--- src/rtl/uart_tx_param.sv ---
// Buffered UART transmitter with configurable data bits, parity and stop bits.
// A small FIFO lets the host queue words; queued frames leave back-to-back.
module uart_tx_param #(
  parameter int unsigned CLKS_PER_BIT = 217,
  parameter int unsigned DATA_BITS    = 8,
  parameter int unsigned PARITY       = 0,
  parameter int unsigned STOP_BITS    = 1,
  parameter int unsigned FIFO_DEPTH   = 4
) (
  input  logic                        i_clk,
  input  logic                        i_rst_n,
  input  logic                        i_tx_dv,
  input  logic [DATA_BITS-1:0]        i_tx_byte,
  output logic                        o_tx_ready,
  output logic [$clog2(FIFO_DEPTH):0] o_fifo_count,
  output logic                        o_tx_active,
  output logic                        o_tx_serial,
  output logic                        o_tx_done
);
  localparam int unsigned AW = $clog2(FIFO_DEPTH);
  localparam int unsigned NW = AW + 1;
  localparam int unsigned CW = $clog2(CLKS_PER_BIT);
  localparam int unsigned BW = $clog2(DATA_BITS);
  localparam bit             HAS_PARITY = (PARITY == 1) || (PARITY == 2);
  localparam logic [NW-1:0]  FULL       = NW'(FIFO_DEPTH);
  localparam logic [CW-1:0]  LAST_CLK   = CW'(CLKS_PER_BIT - 1);
  localparam logic [CW-1:0]  DONE_CLK   = CW'(CLKS_PER_BIT - 2);
  localparam logic [BW-1:0]  LAST_BIT   = BW'(DATA_BITS - 1);
  localparam logic           LAST_STOP  = 1'(STOP_BITS - 1);

  typedef enum logic [2:0] {ST_IDLE, ST_START, ST_DATA, ST_PARITY, ST_STOP} state_t;

  state_t               state, state_next;
  logic [CW-1:0]        clk_cnt, clk_next;
  logic [BW-1:0]        bit_idx, bit_next;
  logic                 stop_idx, stop_next;
  logic [DATA_BITS-1:0] shift, shift_next;
  logic                 par_bit, par_next;
  logic                 serial_next, active_next, done_next;

  logic [DATA_BITS-1:0] mem [FIFO_DEPTH];
  logic [AW-1:0]        wr_ptr, rd_ptr;
  logic [NW-1:0]        count_next;
  logic [DATA_BITS-1:0] head;
  logic                 head_par;
  logic                 push, pop, fifo_empty;

  assign push       = i_tx_dv && o_tx_ready;
  assign fifo_empty = (o_fifo_count == '0);
  assign head       = mem[rd_ptr];
  assign head_par   = (PARITY == 1) ? ~(^head) : (^head);

  always_ff @(posedge i_clk) begin
    if (push) mem[wr_ptr] <= i_tx_byte;
  end

  // Occupancy; a push while full is dropped regardless of a same-cycle pop.
  always_comb begin
    count_next = o_fifo_count;
    if (push && !pop)      count_next = o_fifo_count + 1'b1;
    else if (!push && pop) count_next = o_fifo_count - 1'b1;
  end

  always_ff @(posedge i_clk) begin
    if (!i_rst_n) begin
      wr_ptr       <= '0;
      rd_ptr       <= '0;
      o_fifo_count <= '0;
      o_tx_ready   <= 1'b1;
    end else begin
      if (push) wr_ptr <= wr_ptr + 1'b1;
      if (pop)  rd_ptr <= rd_ptr + 1'b1;
      o_fifo_count <= count_next;
      o_tx_ready   <= (count_next != FULL);
    end
  end

  always_ff @(posedge i_clk) begin
    if (!i_rst_n) begin
      state       <= ST_IDLE;
      clk_cnt     <= '0;
      bit_idx     <= '0;
      stop_idx    <= 1'b0;
      shift       <= '0;
      par_bit     <= 1'b0;
      o_tx_serial <= 1'b1;
      o_tx_active <= 1'b0;
      o_tx_done   <= 1'b0;
    end else begin
      state       <= state_next;
      clk_cnt     <= clk_next;
      bit_idx     <= bit_next;
      stop_idx    <= stop_next;
      shift       <= shift_next;
      par_bit     <= par_next;
      o_tx_serial <= serial_next;
      o_tx_active <= active_next;
      o_tx_done   <= done_next;
    end
  end

  // Next state; serial/done are computed one cycle early so they register on time.
  always_comb begin
    state_next  = state;
    clk_next    = clk_cnt;
    bit_next    = bit_idx;
    stop_next   = stop_idx;
    shift_next  = shift;
    par_next    = par_bit;
    serial_next = 1'b1;
    done_next   = 1'b0;
    pop         = 1'b0;
    case (state)
      ST_IDLE: begin
        if (!fifo_empty) begin
          pop         = 1'b1;
          shift_next  = head;
          par_next    = head_par;
          clk_next    = '0;
          serial_next = 1'b0;
          state_next  = ST_START;
        end
      end
      ST_START: begin
        serial_next = 1'b0;
        if (clk_cnt == LAST_CLK) begin
          clk_next    = '0;
          bit_next    = '0;
          serial_next = shift[0];
          state_next  = ST_DATA;
        end else begin
          clk_next = clk_cnt + 1'b1;
        end
      end
      ST_DATA: begin
        serial_next = shift[0];
        if (clk_cnt == LAST_CLK) begin
          clk_next = '0;
          if (bit_idx == LAST_BIT) begin
            if (HAS_PARITY) begin
              serial_next = par_bit;
              state_next  = ST_PARITY;
            end else begin
              serial_next = 1'b1;
              stop_next   = 1'b0;
              state_next  = ST_STOP;
            end
          end else begin
            bit_next    = bit_idx + 1'b1;
            shift_next  = shift >> 1;
            serial_next = shift_next[0];
          end
        end else begin
          clk_next = clk_cnt + 1'b1;
        end
      end
      ST_PARITY: begin
        serial_next = par_bit;
        if (clk_cnt == LAST_CLK) begin
          clk_next    = '0;
          stop_next   = 1'b0;
          serial_next = 1'b1;
          state_next  = ST_STOP;
        end else begin
          clk_next = clk_cnt + 1'b1;
        end
      end
      ST_STOP: begin
        if (clk_cnt == DONE_CLK && stop_idx == LAST_STOP) done_next = 1'b1;
        if (clk_cnt == LAST_CLK) begin
          clk_next = '0;
          if (stop_idx != LAST_STOP) begin
            stop_next = stop_idx + 1'b1;
          end else if (!fifo_empty) begin
            pop         = 1'b1;
            shift_next  = head;
            par_next    = head_par;
            serial_next = 1'b0;
            state_next  = ST_START;
          end else begin
            state_next = ST_IDLE;
          end
        end else begin
          clk_next = clk_cnt + 1'b1;
        end
      end
      default: state_next = ST_IDLE;
    endcase
    active_next = (state_next != ST_IDLE);
  end
endmodule

--- config.mk ---
export PLATFORM = sky130hd
export DESIGN_NAME = uart_tx_param
export DESIGN_NICKNAME = d
export VERILOG_FILES = /design/src/rtl/uart_tx_param.sv
export SDC_FILE = /design/constraint.sdc
export NUM_CORES = 1
export LEC_CHECK = 0
export ABC_AREA = 1
export CAP_MARGIN = 25
export CORE_MARGIN = 4
export CORE_UTILIZATION = 45
export DETAILED_ROUTE_END_ITERATION = 6
export PLACE_DENSITY_LB_ADDON = 0.1
export SKIP_LAST_GASP = 1
export SLEW_MARGIN = 20
export SYNTH_ARGS = -nofsm -noshare
export SYNTH_HDL_FRONTEND = slang
export SYNTH_SLANG_ARGS = --single-unit
export TNS_END_PERCENT = 30
--- constraint.sdc ---
create_clock -name i_clk -period 2.2 [get_ports i_clk]
set_clock_uncertainty 0.15 [all_clocks]
set_input_delay 0.33 -clock i_clk [delete_from_list [all_inputs] [get_ports i_clk]]
set_output_delay 0.33 -clock i_clk [all_outputs]
set_load 0.005 [all_outputs]
==> results.json <==
{
  "worst_pin_slew_ps": 476,
  "dp_cells": 546,
  "overflow": 0,
  "critPathLaunchType": "flop",
  "hpwl_um": 4550,
  "maxSlewViolCount": 0,
  "synth.cell_area_um2": 3390,
  "nets": 483,
  "synth_nets": 453,
  "clkTransAtPathRegs_ps": 70,
  "grt_max_degree": 19,
  "fin_util_pct": 53.9,
  "ys_seq_area_share_pct": 49.7,
  "cts_tree": "done",
  "place.gp.congestion": 0.888,
  "yosys_warnings": 0,
  "die_w_um": 94.7,
  "layout-drive-gt1-share_pct": 10.3,
  "drc": 0,
  "leakage_nw": 1.72,
  "placed_cell_area_um2": 3690,
  "cts_buffers": 9,
  "num_io_pins": 18,
  "layout_setup_ws_ps": 238,
  "status": "finished clean",
  "path_cells": "inv_1, ha_1, inv_1, nor2_1, nor2_4, inv_1, nor2_1, nor2_2, nor2_1, nand3_1, a21oi_1",
  "p_per_area_nw_per_um2": 1180,
  "ir_drop_mv": 0.584,
  "dpl_worst_slack_ps": 170,
  "synth.area.top_cells": "edfxtp_1, dfxtp_1, nand2_1",
  "grt_pass1_vias": 2567,
  "antenna_left": 0,
  "syn_inst": 431,
  "crit_required_ps": 2320,
  "wire_per_inst_um": 11.2,
  "n_antenna_cell": 0,
  "synth_edf_count": 32,
  "stdcell_area_um2": 3930,
  "grt_antenna_before_repair": 0,
  "cp_max_fo": 6,
  "grtUsageTotal_pct": 16.0,
  "holdBufCountCts": 0,
  "ys_top_cells_by_count": "nand2_1, inv_1, dfxtp_1",
  "setup_violations": 0,
  "yosysTopAreaCell": "edfxtp_1",
  "cp_slowest_cell": "dfxtp_1",
  "endpoint_kind": "flop",
  "clkLatencyLatePin_ps": 330,
  "rows": 31,
  "fillCellCount": 735,
  "synthMostInstantiatedCell": "nand2_1",
  "critPathMaxStageDelay_ps": 380,
  "portBuffers": 17,
  "max_freq_mhz": 510,
  "ys_ff_latch": 68,
  "grt_pass1_wl_um": 11200,
  "cts_sinks": 68,
  "reg2reg_slack_ps": 240,
  "clockBufferDepth": 2,
  "synth.top_cell.area_share_pct": 28.4,
  "final_hold_viol_count": 0,
  "synthFlopType": "dfxtp_1",
  "multi_input_area_um2": 1440,
  "root_buffer": "clkbuf_8",
  "arrival_ps": 2080,
  "post-route-min-period_ps": 1960,
  "wl_um": 6350,
  "drt_iter0_drc": 114,
  "cap_violations": 0,
  "synth_area_per_cell_um2": 7.86,
  "max_slew_margin_pct": 68.2,
  "fin_crit_sh_pct": 89.2,
  "synth_cell_types": 32,
  "via_per_inst": 4.85,
  "route.vias.total": 2740,
  "async_flop_share_pct": 0,
  "hold_class": "reg2reg",
  "start_util_pct": 46.4,
  "core_area_um2": 7290,
  "ctsHtreeMaxLevel": 3,
  "rsz0062_at_grt": "yes",
  "layout.cells.non_filler": 565,
  "dr.pass1.iters": 4,
  "dieArea_um2": 8980,
  "ff_latch_area_um2": 1680,
  "fp.dieH_um": 94.7,
  "syn_to_final_growth_pct": 16.2,
  "path_class": "reg2reg"
}
worst max-delay path, delay by kind of cell (launching register included):
family	cells	cell delay (ps)
compound gates	1	150
flops	1	380
fa+ha+maj	1	200
buf+inv	3	220
simple gates	6	800
repair_timing:
action,CTS,global route
resized for setup,0,1
buffers inserted,0,3
endpoints found under the setup margin,0,15
power breakdown:
part / internal [W] / switching (W) / total (W)
sequential: 0.00155 / 0.000123 / 0.00168
combinational: 0.000665 / 0.00120 / 0.00186
clock: 0.000634 / 0.000460 / 0.00109
total: 0.00285 / 0.00178 / 0.00463
sequential cells by signal (all words and copies together), names as in the netlist, named ones only:
signal and flops:
mem 32, clk_cnt 8, shift 8, bit_idx 3, o_fifo_count 3, state 3
rd_ptr 2, wr_ptr 2, o_tx_active 1, o_tx_done 1, o_tx_ready 1, o_tx_serial 1
par_bit 1
cell usage in the layout (no fill, tap or decap), types with 3 or more instances in the layout:
master           netlist  routed
a21oi_1               26      26
buf_4                  1      12
clkbuf_8               0       9
clkdlybuf4s50_1        0      17
clkinv_1               2       4
dfxtp_1               36      36
edfxtp_1              32      32
ha_1                  11      11
inv_1                 50      50
inv_2                  6       6
nand2_1              147     146
nand2_2                3       4
nand3_1               30      30
nand4_1                3       3
nor2_1                23      23
nor3_2                 3       3
o21ai_0               27      27
o21ai_1                4       4
xor2_1                 3       3
final cells by class:
class                      instances  share of cell area [%]
sequential                        68                    42.7
timing repair buffer              29                    6.62
inverter                          58                    5.53
multi-input combinational        295                    36.5
clock inverter                     7                    2.29
tap                               99                    3.15
clock buffer                       9                    3.15
logic make-up (layout without fill, tap and decap cells):
family,Yosys count,count (layout),synth area share [%]
AND/OR/NAND/NOR,220,220,28.0
flip-flops,68,68,49.7
buffers and inverters,68,103,7.98
AO/OA/AOI/OAI,61,61,9.53
adder cells (fa/ha/maj),11,11,4.06
XOR/XNOR,3,3,0.776
per-layer routing:
metal  wire (µm)  global-route usage, %
met5           0                      0
met1        3150                   21.5
met3         208                   3.43
met2        2880                   24.5
met4         107                   8.17
stage by stage:
| stage | hold WS (ps) | total power (W) | TNS (ps) |
|---|---|---|---|
| 2_1_floorplan | 273 | 0.00310 | 0 |
| 4_1_cts | 299 | 0.00469 | 0 |
| 3_5_place_dp | 288 | 0.00358 | 0 |
| 3_3_place_gp | 281 | 0.00355 | 0 |
| 5_1_grt | 319 | 0.00509 | -67.2 |
| 6_report | 297 | 0.00463 | 0 |
path summary, 6_finish.rpt:
check	start	endpoint	depth (start not counted)
hold / removal	shift[5]	shift[5]	2
setup reg to reg	o_fifo_count[0]	clk_cnt[4]	11
setup / recovery	o_fifo_count[0]	clk_cnt[4]	11
hold reg to reg	shift[5]	shift[5]	2
(Power assumes the default switching activity.)
